[src/rtl/sync_fifo_param.sv]
// Parametrised single-clock FIFO with standard or first-word-fall-through read,
// fill-level threshold, sticky overflow/underflow flags and synchronous flush.
module sync_fifo_param #(
  parameter int DATA_W = 8,
  parameter int DEPTH  = 64,
  parameter int ADDR_W = $clog2(DEPTH),
  parameter int FWFT   = 0
) (
  input  logic              clk,
  input  logic              rst,
  input  logic [DATA_W-1:0] buf_in,
  input  logic              wr_en,
  input  logic              rd_en,
  input  logic              flush,
  input  logic              clr_flags,
  input  logic [ADDR_W:0]   thresh_in,
  output logic [DATA_W-1:0] buf_out,
  output logic              buf_empty,
  output logic              buf_full,
  output logic [ADDR_W:0]   fifo_counter,
  output logic              thresh_out,
  output logic              of_check,
  output logic              uf_check
);

  localparam logic [ADDR_W:0] FULL_CNT = (ADDR_W+1)'(DEPTH);

  logic [DATA_W-1:0] mem_q [DEPTH];
  logic [ADDR_W-1:0] wr_ptr_q, wr_ptr_d;
  logic [ADDR_W-1:0] rd_ptr_q, rd_ptr_d;
  logic [ADDR_W:0]   count_q, count_d;
  logic [DATA_W-1:0] dout_q, dout_d;
  logic              of_q, of_d;
  logic              uf_q, uf_d;
  logic              rd_ok, wr_ok, mem_we;
  logic              of_set, uf_set;

  always_comb begin
    rd_ok    = rd_en && (count_q != '0);
    // A full FIFO still takes a write when a read frees the slot in the same cycle.
    wr_ok    = wr_en && ((count_q != FULL_CNT) || rd_ok);
    of_set   = !flush && wr_en && !wr_ok;
    uf_set   = !flush && rd_en && !rd_ok;
    mem_we   = !flush && wr_ok;
    wr_ptr_d = wr_ptr_q;
    rd_ptr_d = rd_ptr_q;
    count_d  = count_q;
    dout_d   = dout_q;
    if (flush) begin
      wr_ptr_d = '0;
      rd_ptr_d = '0;
      count_d  = '0;
    end else begin
      if (wr_ok) wr_ptr_d = wr_ptr_q + ADDR_W'(1);
      if (rd_ok) begin
        rd_ptr_d = rd_ptr_q + ADDR_W'(1);
        dout_d   = mem_q[rd_ptr_q];
      end
      case ({wr_ok, rd_ok})
        2'b10:   count_d = count_q + (ADDR_W+1)'(1);
        2'b01:   count_d = count_q - (ADDR_W+1)'(1);
        default: count_d = count_q;
      endcase
    end
    // Set beats clear when both happen in the same cycle.
    of_d = of_set || (of_q && !clr_flags);
    uf_d = uf_set || (uf_q && !clr_flags);
  end

  always_ff @(posedge clk or negedge rst) begin
    if (!rst) begin
      wr_ptr_q <= '0;
      rd_ptr_q <= '0;
      count_q  <= '0;
      dout_q   <= '0;
      of_q     <= 1'b0;
      uf_q     <= 1'b0;
    end else begin
      wr_ptr_q <= wr_ptr_d;
      rd_ptr_q <= rd_ptr_d;
      count_q  <= count_d;
      dout_q   <= dout_d;
      of_q     <= of_d;
      uf_q     <= uf_d;
    end
  end

  always_ff @(posedge clk) begin
    if (mem_we) mem_q[wr_ptr_q] <= buf_in;
  end

  generate
    if (FWFT != 0) begin : g_fwft
      // Head word shown directly; forced to zero while empty so reset reads as 0.
      assign buf_out = (count_q == '0) ? '0 : mem_q[rd_ptr_q];
    end else begin : g_std
      assign buf_out = dout_q;
    end
  endgenerate

  assign buf_empty    = (count_q == '0);
  assign buf_full     = (count_q == FULL_CNT);
  assign fifo_counter = count_q;
  assign thresh_out   = (count_q >= thresh_in);
  assign of_check     = of_q;
  assign uf_check     = uf_q;

endmodule

[config.mk]
export PLATFORM = sky130hd
export DESIGN_NAME = sync_fifo_param
export DESIGN_NICKNAME = d
export VERILOG_FILES = /design/src/rtl/sync_fifo_param.sv
export SDC_FILE = /design/constraint.sdc
export NUM_CORES = 1
export LEC_CHECK = 0
export ABC_CLOCK_PERIOD_IN_PS = 2900
export CORE_ASPECT_RATIO = 1.25
export CORE_UTILIZATION = 61
export DETAILED_ROUTE_END_ITERATION = 10
export GPL_TIMING_DRIVEN = 0
export PLACE_DENSITY = 0.81
export RECOVER_POWER = 25
export SLEW_MARGIN = 10
export SYNTH_ARGS = -nofsm -noshare
export SYNTH_HDL_FRONTEND = slang
export SYNTH_SLANG_ARGS = --single-unit
[constraint.sdc]
create_clock -name clk -period 2.9 [get_ports clk]
set_input_delay 0.435 -clock clk [delete_from_list [all_inputs] [get_ports clk]]
set_output_delay 0.435 -clock clk [all_outputs]
set_load 0.02 [all_outputs]
==> metrics.md, run 1 <==
| Metric | Value |
|---|---|
| Core area | `34,800 um2` |
| Worst Tran Pin Value | `2.57 ns` |
| Final Max Tran Viols | `172` |
| Worst path cell trace | `buf_6 -> inv_1 -> nor4_1 -> nor4_1 -> nand3_1 -> nor2_2` |
| F_max | `0.330 GHz` |
| Critical-path maximum fanout | `9` |
| # nets final | `1,332` |
| Netlist Area Pre-Place | `21,700 um2` |
| Layout cell share with drive strength beyond 1 | `22.1%` |
| Pwr Density | `749 nW/um2` |
| RSZ-0062 raised after global routing | `yes` |
| Synth top area share | `70.8%` |
| Period utilization | `104%` |
| Async S/R FF share, synth | `5.36%` |
| Vias/cell | `6.48` |
| Synth area leaders | `edfxtp_1, mux4_2, dfrtp_1` |
| Met2 usage | `47.2%` |
| Final instance area | `24,400 um2` |
| Via count | `11,700` |
| Placer Congestion | `0.962` |
| Slack of the critical path | `-0.129 ns` |
| H-tree Lvls | `2` |
| Clock buffer count from CTS | `47` |
| Clock power frac | `33.5%` |
| Worst setup endpoint | `mem_q[30][5]` |
| Status | `finished with violations` |
| R2r endpoint | `mem_q[30][5]` |
| Lkg Pwr | `7.85 nW` |
| Min Tclk post-route | `3.03 ns` |
| TritonCTS clock tree | `yes` |
| Post-DP Area | `22,800 um2` |
| Initial DRT Pass Iterations | `5` |
| Delay-heaviest family, CP | `simple AND/OR/NAND/NOR gates` |
| Place WS | `-0.504 ns` |
| Violated checks | `capacitance limit, slew limit, setup timing` |
| GRT met3 Usage | `5.47%` |
| Max-cap viol count | `4` |
| Int Pwr | `13.7 mW` |
| Die H | `213 um` |
| GR peak layer | `met2` |
| Maximum vdd drop | `0.000422 V` |
| Final setup viols | `80` |
| Syn nets | `1,230` |
| Vias in the first global route | `11,800` |
| Count of standard-cell rows | `76` |
| WP data arrival | `3.23 ns` |
| # fillers | `2,090` |
| Post-synth EDFFs | `512` |
| Global-route wire length before repair | `73,300 um` |
| WP buf/inv | `2` |
| Clk slew on worst S/H paths | `0.06 ns` |
| Routed WL | `49,000 um` |
| Rel. slew slack | `-71.5%` |
| Predominant post-synthesis flop cell | `edfxtp_1` |
| Mean routed wirelength per cell | `27.2 um` |
| Syn Inst Count | `1,194` |
| CP required | `3.10 ns` |
| Setup crit end kind | `register` |
| Number of synthesized register bits | `541` |
| Dominant cell by count in the synthesized netlist | `edfxtp_1` |
| Hold WC Path Type | `in2reg` |
| Initial DRC count | `1,462` |
| Switching Share | `25.4%` |
| Top cells by count, synth | `edfxtp_1, nand2_1, mux4_2` |
| Crit Path Category | `reg2reg` |
| Reg-to-reg startpoint | `fifo_counter[6]` |
| Dpl cells | `1,709` |
| Switching Power | `4.64 mW` |
| Crit start category | `register` |
| Final Skew | `0.0241 ns` |
| GRT Util Overall | `28.4%` |
| Crit path depth | `6` |
| N_diodes | `0` |
| Clock insertion delay at the later pin of the skew report | `0.58 ns` |
| Clk buf depth | `3` |
| Largest net degree at the start of global routing | `61` |
| Flop-to-flop setup slack | `-0.13 ns` |
| Most used cell along the critical path | `nor4_1` |
| Seq pwr share | `48.3%` |
| CP max-delay cell | `nand3_1` |
| Synth warn | `0` |
| Post-layout total power | `18.3 mW` |
| Die ar. | `36,400 um2` |
| Critical Path Source | `fifo_counter[6]` |
| Worst r2r path cells | `6` |
| Buffers on Ports | `39` |
| Sequential area share after synthesis | `74.2%` |
| Yosys cell types | `61` |
| Initial core utilization | `62.4%` |
| Post-route ant nets | `0` |
| Top cell type by total area after synthesis | `edfxtp_1` |
| DPL Wire Length | `31,800 um` |
| Final Hold Viols | `0` |
| I/O pin count | `41` |
| Comb power frac | `18.2%` |
| Cell Count, Final, Fillers Out | `1,800` |
| Initial antenna violation count | `0` |
| GR Overflow Total | `0` |
| Critical Path Max Stage Delay | `0.69 ns` |
| Layout Utilization | `70.2%` |
| Syn avg cell area | `18.2 um2` |
| TritonCTS Sinks | `541` |
| GR Layer Usage met1 | `36.4%` |
| Horiz. Die Dim | `171 um` |
| Area growth syn-to-layout | `12.5%` |
| Root Driver | `clkbuf_16` |
| Drc violations | `0` |
## kinds of logic (layout without fill, tap and decap cells)
kind of cell / count (synthesis) / count (layout) / share of synthesized area, %
and+or+nand+nor: 259 / 259 / 5.21
muxes: 165 / 165 / 13.3
DFF: 541 / 541 / 74.2
adders and majority gates: 15 / 15 / 0.899
xor gates and xnor gates: 13 / 13 / 0.524
buffers and inverters: 78 / 216 / 1.78
AOI/OAI and AO/OA: 123 / 123 / 4.16
## power by group through the flow
stage	registers [mW]	logic [mW]	clock network, mW
after detailed placement	9.00	3.19	0
after global placement	9.02	3.10	0
after floorplan	9.07	2.02	0
final	8.84	3.34	6.13
after CTS	8.83	3.24	6.17
after global routing	8.85	3.54	6.45
## layer usage
layer  vias up  share of wire (%)
met5         -                  0
met4         0                4.9
met3       150                8.7
met2       662                 50
met1      5895                 36
li1       4951                  -
## worst register-to-register path, delay by kind of cell (launching register included)
family / cells / cell delay, ns
AND/OR/NAND/NOR: 4 / 1.94
flip-flops: 1 / 0.41
buffers and inverters: 2 / 0.32
## how the worst min path moves through the flow
| stage | startpoint | end | slack, ns | depth (start not counted) |
|---|---|---|---|---|
| floorplan | rst | buf_out[0] | 0.14 | 0 |
| global placement | uf_check | uf_check | 0.51 | 2 |
| detailed placement | rst | fifo_counter[3] | 0.51 | 1 |
| CTS | buf_in[4] | mem_q[53][4] | 0.15 | 1 |
| global route | flush | fifo_counter[0] | 0.20 | 3 |
| finish | flush | fifo_counter[0] | 0.21 | 3 |
## layout make-up
cell class | count | area [um2] | area share [%]
Inverter | 19 | 73.8 | 0.302
Tap cell | 468 | 586 | 2.40
Multi-Input combinational cell | 575 | 5330 | 21.8
Clock buffer | 69 | 1390 | 5.70
Sequential cell | 541 | 16100 | 65.9
Clock inverter | 16 | 120 | 0.492
Timing Repair Buffer | 54 | 518 | 2.12
Buffer | 58 | 312 | 1.28
## timing repair
action | 4_1_cts | 5_1_grt
hold buffers | 1 | 0
endpoints found under the hold margin | 29 | 0
gates resized for setup | 26 | 25
setup endpoints to repair | 128 | 305
setup buffers | 1 | 5
pin swaps | 1 | 3
## cell usage in the layout (no fill, tap or decap), types with 4 or more instances in the layout
| cell | n |
|---|---|
| o211ai_1 | 10 |
| clkbuf_8 | 5 |
| xnor2_1 | 7 |
| clkinv_1 | 9 |
| o21ai_0 | 4 |
| edfxtp_1 | 512 |
| nand2b_1 | 6 |
| o21ai_2 | 4 |
| buf_1 | 6 |
| a221o_1 | 14 |
| buf_2 | 24 |
| mux2i_1 | 38 |
| o22ai_1 | 23 |
| clkbuf_16 | 51 |
| mux4_2 | 95 |
| nor2_2 | 25 |
| nand4_1 | 10 |
| a22oi_1 | 14 |
| nor2b_1 | 4 |
| xor2_1 | 6 |
| ha_1 | 14 |
| mux2_2 | 32 |
| nand2_1 | 115 |
| a21oi_1 | 24 |
| inv_1 | 16 |
| clkinv_2 | 6 |
| nor2_1 | 60 |
| buf_4 | 16 |
| buf_12 | 6 |
| dfrtp_1 | 28 |
| clkbuf_1 | 38 |
| clkdlybuf4s50_1 | 27 |
| nand3_1 | 13 |
| o31ai_1 | 4 |
| a21o_1 | 7 |
## through the flow
| stage | setup TNS (ns) | hold WS, ns |
|---|---|---|
| finish | -5.46 | 0.210 |
| global route | -30.29 | 0.203 |
| CTS | -2.89 | 0.152 |
| detailed placement | -112.46 | 0.514 |
| global placement | -123.41 | 0.507 |
| floorplan | 0 | 0.139 |
## sequential cells by signal (all words and copies together) (netlist names)
name / flops
buf_out: 8
fifo_counter: 7
mem_q: 512
of_check: 1
rd_ptr_q: 6
uf_check: 1
wr_ptr_q: 6
Note: power is estimated with default switching activity, not from simulation.
==> run 2, diff against run 1 <==
--- a/config.mk
+++ b/config.mk
@@ -10,7 +10,7 @@
 export CORE_UTILIZATION = 61
 export DETAILED_ROUTE_END_ITERATION = 10
 export GPL_TIMING_DRIVEN = 0
-export PLACE_DENSITY = 0.81
+export PLACE_DENSITY = 0.78
 export RECOVER_POWER = 25
 export SLEW_MARGIN = 10
 export SYNTH_ARGS = -nofsm -noshare
==> metrics.md, run 2 (same netlist as run 1, synthesis figures left out) <==
| Metric | Value |
|---|---|
| Status | `finished with violations` |
| Violated checks | `capacitance limit, slew limit, setup timing` |
| Final Max Tran Viols | `137 (-20%)` |
| Maximum vdd drop | `0.000464 V (+10%)` |
| H-tree Lvls | `2 (unchanged)` |
| Crit path depth | `6 (unchanged)` |
| Hold_ws | `0.206 ns (-0.00482 ns)` |
| CP max-delay cell | `nor2_2` |
| Max reg flops | `512 (unchanged)` |
| Clock buffer count from CTS | `49 (+4.3%)` |
| Layout Utilization | `70.9% (+0.65 points)` |
| Crit start category | `register` |
| TritonCTS Sinks | `541 (unchanged)` |
| Vias/cell | `6.49 (+0.17%)` |
| Count of standard-cell rows | `76 (unchanged)` |
| Reg-to-reg startpoint | `fifo_counter[6]` |
| DPL Wire Length | `32,700 um (+3.0%)` |
| Most common cell after layout, fill and taps aside | `edfxtp_1` |
| Post-route ant nets | `0 (unchanged)` |
| Critical Path Source | `fifo_counter[6]` |
| Initial core utilization | `62.4% (unchanged)` |
| F_max | `0.339 GHz (+2.6%)` |
| Clk buf depth | `3 (unchanged)` |
| Die ar. | `36,400 um2 (unchanged)` |
| Crit Path Category | `reg2reg` |
| Global-route wire length before repair | `74,400 um (+1.4%)` |
| Worst path cell trace | `buf_6 -> inv_1 -> nor4_1 -> nor4_1 -> nand2_1 -> nor2_2` |
| Core area | `34,800 um2 (unchanged)` |
| Routed WL | `50,100 um (+2.2%)` |
| Largest net degree at the start of global routing | `57 (-6.6%)` |
| Horiz. Die Dim | `171 um (unchanged)` |
| Setup crit end kind | `register` |
| Post-layout total power | `18.6 mW (+1.6%)` |
| Critical-path maximum fanout | `9 (unchanged)` |
| Final instance area | `24,700 um2 (+0.93%)` |
| Slack of the critical path | `-0.0528 ns (+0.0759 ns)` |
| Area growth syn-to-layout | `13.6%` |
| Die H | `213 um (unchanged)` |
| WP data arrival | `3.15 ns (-0.08 ns)` |
| Drc violations | `0 (unchanged)` |
| Max-cap viol count | `3 (-1)` |
| Commonest cells after routing, fill and taps aside | `edfxtp_1, nand2_1, mux4_2` |
| Post-DP Area | `22,800 um2 (unchanged)` |
| Buffers on Ports | `39 (unchanged)` |
| Initial DRC count | `1,369 (-6.4%)` |
| Placer Congestion | `0.978 (+1.7%)` |
| Critical Path Max Stage Delay | `0.61 ns (-0.08 ns)` |
| Mean routed wirelength per cell | `27.7 um (+1.7%)` |
| WP buf/inv | `2 (unchanged)` |
| Hold WC Path Type | `in2reg` |
| Worst r2r path cells | `6 (unchanged)` |
| Pwr Density | `754 nW/um2 (+0.70%)` |
| Most used cell along the critical path | `nor4_1` |
| Layout cell share with drive strength beyond 1 | `23.9% (+1.8 points)` |
| Hold wc startpoint | `flush` |
| RSZ-0062 raised after global routing | `yes` |
| Rel. slew slack | `-65.5% (+6.0 points)` |
| TritonCTS clock tree | `yes` |
| Worst Tran Pin Value | `2.48 ns (-0.0903 ns)` |
| Root Driver | `clkbuf_16` |
| Largest Register | `mem_q` |
| # nets final | `1,336 (+0.30%)` |
| Hold path cells | `3 (unchanged)` |
| Delay-heaviest family, CP | `simple AND/OR/NAND/NOR gates` |
| Final setup viols | `78 (-2.5%)` |
| GRT Util Overall | `29.0% (+0.55 points)` |
| GR Overflow Total | `0 (unchanged)` |
| Initial DRT Pass Iterations | `5 (unchanged)` |
| Min Tclk post-route | `2.95 ns (-0.0759 ns)` |
| I/O pin count | `41 (unchanged)` |
| Clk slew on worst S/H paths | `0.06 ns (about the same)` |
| Clock insertion delay at the later pin of the skew report | `0.58 ns (about the same)` |
| Final Skew | `0.0174 ns (-0.00668 ns)` |
| Vias in the first global route | `12,000 (+1.7%)` |
| Via count | `11,700 (+0.62%)` |
| Final Hold Viols | `0 (unchanged)` |
| Lkg Pwr | `7.89 nW (+0.42%)` |
| CP required | `3.10 ns (about the same)` |
| N_diodes | `0 (unchanged)` |
| Period utilization | `102% (-2.6 points)` |
| Initial antenna violation count | `0 (unchanged)` |
run 2: cell types whose count changed in the layout (fill, tap and decap cells not counted), moves of 3 or more:
cell and delta:
nor2_4 +14, nor2_1 -13, buf_2 -4, buf_4 +4, clkinv_2 +3, o21ai_1 +3
o21ai_2 -3
run 2: area by class of cell:
cell class	instances	area, um2
fill	2109	10100
multi-input combinational	575	5450
timing repair buffer	57	541
clock inverter	19	166
clock buffer	72	1430
buffer	57	313
tap	468	586
inverter	19	76.3
sequential	541	16100
run 2: worst register-to-register path, delay by kind of cell, from the launching register on:
kind	cells	cell delay [ns]
buf+inv	2	0.32
simple gates	4	1.84
flops	1	0.41
run 2: through the flow:
stage | TNS [ns] | worst slack (ns) | std cells
floorplan | 0 | 0.222 | 1194
global placement | -157.24 | -0.535 | 1701
detailed placement | -114.60 | -0.591 | 1709
CTS | -11.67 | -0.158 | 1806
global route | -32.69 | -0.232 | 1808
finish | -1.51 | -0.0528 | 1808
run 2: worst paths after layout:
| path | endpoint | slack, ns |
|---|---|---|
| max reg2reg | mem_q[48][6] | -0.05 |
| max in group asynchronous | fifo_counter[0] | 1.96 |
| min | fifo_counter[0] | 0.21 |
| max | mem_q[48][6] | -0.05 |
| min in group asynchronous | fifo_counter[3] | 0.45 |
| min reg2reg | of_check | 0.53 |
run 2: layer usage:
metal	track usage [%]	up-vias	part of all wire [%]
met4	12.9	0	4.3
met2	48.0	683	50
met5	0	-	0
li1	-	4954	-
met1	38.0	5953	37
met3	4.93	140	8.6
run 2: power by group:
| part | total (mW) | switching [mW] | internal (mW) | leakage [nW] |
|---|---|---|---|---|
| Sequential | 8.85 | 0.170 | 8.68 | 4.98 |
| Clock | 6.39 | 2.72 | 3.67 | 0.787 |
| Combinational | 3.36 | 1.85 | 1.51 | 2.12 |
| Total | 18.6 | 4.74 | 13.9 | 7.89 |
run 2: repair_timing:
item | CTS | global route
hold endpoints to repair | 29 | 0
setup buffers | 5 | 4
pin swaps | 2 | 6
resized for setup | 13 | 74
hold buffers | 1 | 0
setup endpoints to repair | 138 | 298
==> run 3, diff against run 2 <==
--- a/config.mk
+++ b/config.mk
@@ -6,11 +6,14 @@
 export NUM_CORES = 1
 export LEC_CHECK = 0
 export ABC_CLOCK_PERIOD_IN_PS = 2900
+export CAP_MARGIN = 10
+export CELL_PAD_IN_SITES_DETAIL_PLACEMENT = 1
+export CELL_PAD_IN_SITES_GLOBAL_PLACEMENT = 1
 export CORE_ASPECT_RATIO = 1.25
-export CORE_UTILIZATION = 61
+export CORE_UTILIZATION = 54
 export DETAILED_ROUTE_END_ITERATION = 10
 export GPL_TIMING_DRIVEN = 0
-export PLACE_DENSITY = 0.78
+export PLACE_DENSITY_LB_ADDON = 0.1
 export RECOVER_POWER = 25
 export SLEW_MARGIN = 10
 export SYNTH_ARGS = -nofsm -noshare
==> metrics.md, run 3 (same netlist as run 1, synthesis figures left out) <==
| Metric | Value |
|---|---|
| Crit start category | `register` |
| Initial DRC count | `988 (-28%)` |
| Via count | `11,500 (-2.1%)` |
| Layout Utilization | `62.7% (-8.2 points)` |
| Drc violations | `0 (unchanged)` |
| GRT Util Overall | `26.6% (-2.4 points)` |
| Count of standard-cell rows | `81 (+6.6%)` |
| Die ar. | `41,000 um2 (+13%)` |
| Lkg Pwr | `7.93 nW (+0.50%)` |
| Comb power frac | `17.9% (-0.2 points)` |
| Seq pwr share | `47.0% (-0.6 points)` |
| Commonest cells after routing, fill and taps aside | `edfxtp_1, nand2_1, mux4_2` |
| Hold wc startpoint | `flush` |
| Final Skew | `0.0197 ns (+0.00234 ns)` |
| CP required | `3.33 ns (+0.23 ns)` |
| Switching Share | `26.4% (+0.92 points)` |
| WP data arrival | `3.30 ns (+0.15 ns)` |
| Maximum vdd drop | `0.000529 V (+14%)` |
| Clock buffer count from CTS | `52 (+6.1%)` |
| Rel. slew slack | `-55.5% (+10 points)` |
| Vias/cell | `6.23 (-4.0%)` |
| Period utilization | `98.8% (-3.0 points)` |
| Cell Count, Final, Fillers Out | `1,843 (+1.9%)` |
| Global-route wire length before repair | `78,100 um (+5.1%)` |
| # fillers | `3,394 (+61%)` |
| Mean routed wirelength per cell | `28.7 um (+3.7%)` |
| Status | `finished with violations` |
| WHS Endpoint | `fifo_counter[0]` |
| Switching Power | `4.97 mW (+4.8%)` |
| Clock insertion delay at the later pin of the skew report | `0.58 ns (about the same)` |
| Reg-to-reg startpoint | `rd_ptr_q[1]` |
| Final Max Tran Viols | `184 (+34%)` |
| Layout cell share with drive strength beyond 1 | `25.2% (+1.3 points)` |
| Initial core utilization | `55.1% (-7.3 points)` |
| DPL Wire Length | `36,100 um (+10%)` |
| RSZ-0062 raised after global routing | `yes` |
| H-tree Lvls | `2 (unchanged)` |
| Max reg flops | `512 (unchanged)` |
| Largest Register | `mem_q` |
| Int Pwr | `13.8 mW (-0.10%)` |
| Worst Tran Pin Value | `2.33 ns (-0.150 ns)` |
| Critical-path maximum fanout | `10 (+1)` |
| F_max | `0.349 GHz (+3.0%)` |
| Pwr Density | `762 nW/um2 (+0.97%)` |
| Hold path cells | `3 (unchanged)` |
| Violated checks | `capacitance limit, slew limit` |
| Vias in the first global route | `12,200 (+1.6%)` |
| Flop-to-flop setup slack | `0.03 ns (+0.09 ns)` |
| Hold WC Path Type | `in2reg` |
| Final Hold Viols | `0 (unchanged)` |
| Buffers on Ports | `39 (unchanged)` |
| Most common cell after layout, fill and taps aside | `edfxtp_1` |
| Worst r2r path cells | `8 (+2)` |
| I/O pin count | `41 (unchanged)` |
| TritonCTS Sinks | `541 (unchanged)` |
| Routed WL | `52,900 um (+5.7%)` |
| Area growth syn-to-layout | `13.8%` |
| Crit Path Category | `reg2reg` |
| Clk buf depth | `3 (unchanged)` |
| Placer Congestion | `0.874 (-11%)` |
| Initial DRT Pass Iterations | `5 (unchanged)` |
| Final setup viols | `0 (-100%)` |
| Max-cap viol count | `4 (+1)` |
| Core area | `39,400 um2 (+13%)` |
| GR Overflow Total | `0 (unchanged)` |
| Min Tclk post-route | `2.87 ns (-0.0874 ns)` |
| Clock power frac | `35.1% (+0.8 points)` |
| Clk slew on worst S/H paths | `0.07 ns (about the same)` |
| R2r endpoint | `buf_out[3]` |
| Post-route ant nets | `0 (unchanged)` |
| Root Driver | `clkbuf_16` |
| Setup crit end kind | `register` |
| # nets final | `1,338 (+0.15%)` |
| Initial antenna violation count | `0 (unchanged)` |
| N_diodes | `0 (unchanged)` |
| Die H | `226 um (+6.2%)` |
| TritonCTS clock tree | `yes` |
| Largest net degree at the start of global routing | `59 (+3.5%)` |
| Horiz. Die Dim | `181 um (+6.2%)` |
| Dpl cells | `1,739 (+1.8%)` |
## run 3: worst max-delay path: stages (launching register included)
cell	delay [ns]
dfrtp_1	0.38
buf_4	0.28
buf_4	0.31
buf_2	0.42
mux4_2	0.37
a22oi_1	0.29
nand2_1	0.12
o21ai_1	0.40
nand4_1	0.13
## run 3: stage by stage
step	setup TNS, ns	setup WS, ns	total power, mW	cell area [um2]	hold slack, ns
3_3_place_gp	-197.96	-0.587	12.2	22700	0.514
5_1_grt	-2.49	-0.115	19.4	24700	0.210
4_1_cts	-6.97	-0.145	18.9	24700	0.162
3_5_place_dp	-164.76	-0.666	12.3	22900	0.529
6_report	0	0.0346	18.8	24700	0.220
2_1_floorplan	0	0.222	11.1	21700	0.139
## run 3: power groups by stage
stage               logic, mW  registers [mW]  clock network [mW]
finish                   3.38            8.84                6.60
global route             3.60            8.85                6.91
CTS                      3.36            8.84                6.69
detailed placement       3.29            9.01                   0
global placement         3.20            9.03                   0
floorplan                2.02            9.07                   0
## run 3: how the worst max path moves through the flow
stage                                 end  slack, ns             from  cells after the start
final                          buf_out[3]       0.03      rd_ptr_q[1]                      8
after global routing         mem_q[31][6]      -0.12  fifo_counter[2]                      6
after CTS                    mem_q[46][6]      -0.14  fifo_counter[1]                      5
after detailed placement     mem_q[15][5]      -0.67            rd_en                      6
after global placement       mem_q[47][5]      -0.59            rd_en                      6
after floorplan           fifo_counter[5]       0.22  fifo_counter[1]                     11
## run 3: routing by layer
metal  track usage [%]  part of all wire [%]  vias up
met2              46.0                    51      365
met3              3.56                   5.2      103
met1              35.0                    41     6044
met5                 0                     0        -
li1                  -                     -     4972
met4              9.02                   3.3        0
## run 3: repair_timing
item,CTS,global route
hold endpoints to repair,29,0
setup endpoints to repair,298,514
gates resized for setup,57,29
pin swaps,1,8
hold buffers,1,0
setup buffers,3,4
## run 3: area by class of cell
type	instances	area (um2)	share of cell area (%)
multi-input cells	575	5410	21.9
plain buffers	58	320	1.30
clock inverters	32	225	0.912
inverters	19	73.8	0.299
repair buffers	55	520	2.11
well taps	498	623	2.52
flip-flops and latches	541	16100	65.2
clock buffers	65	1430	5.79
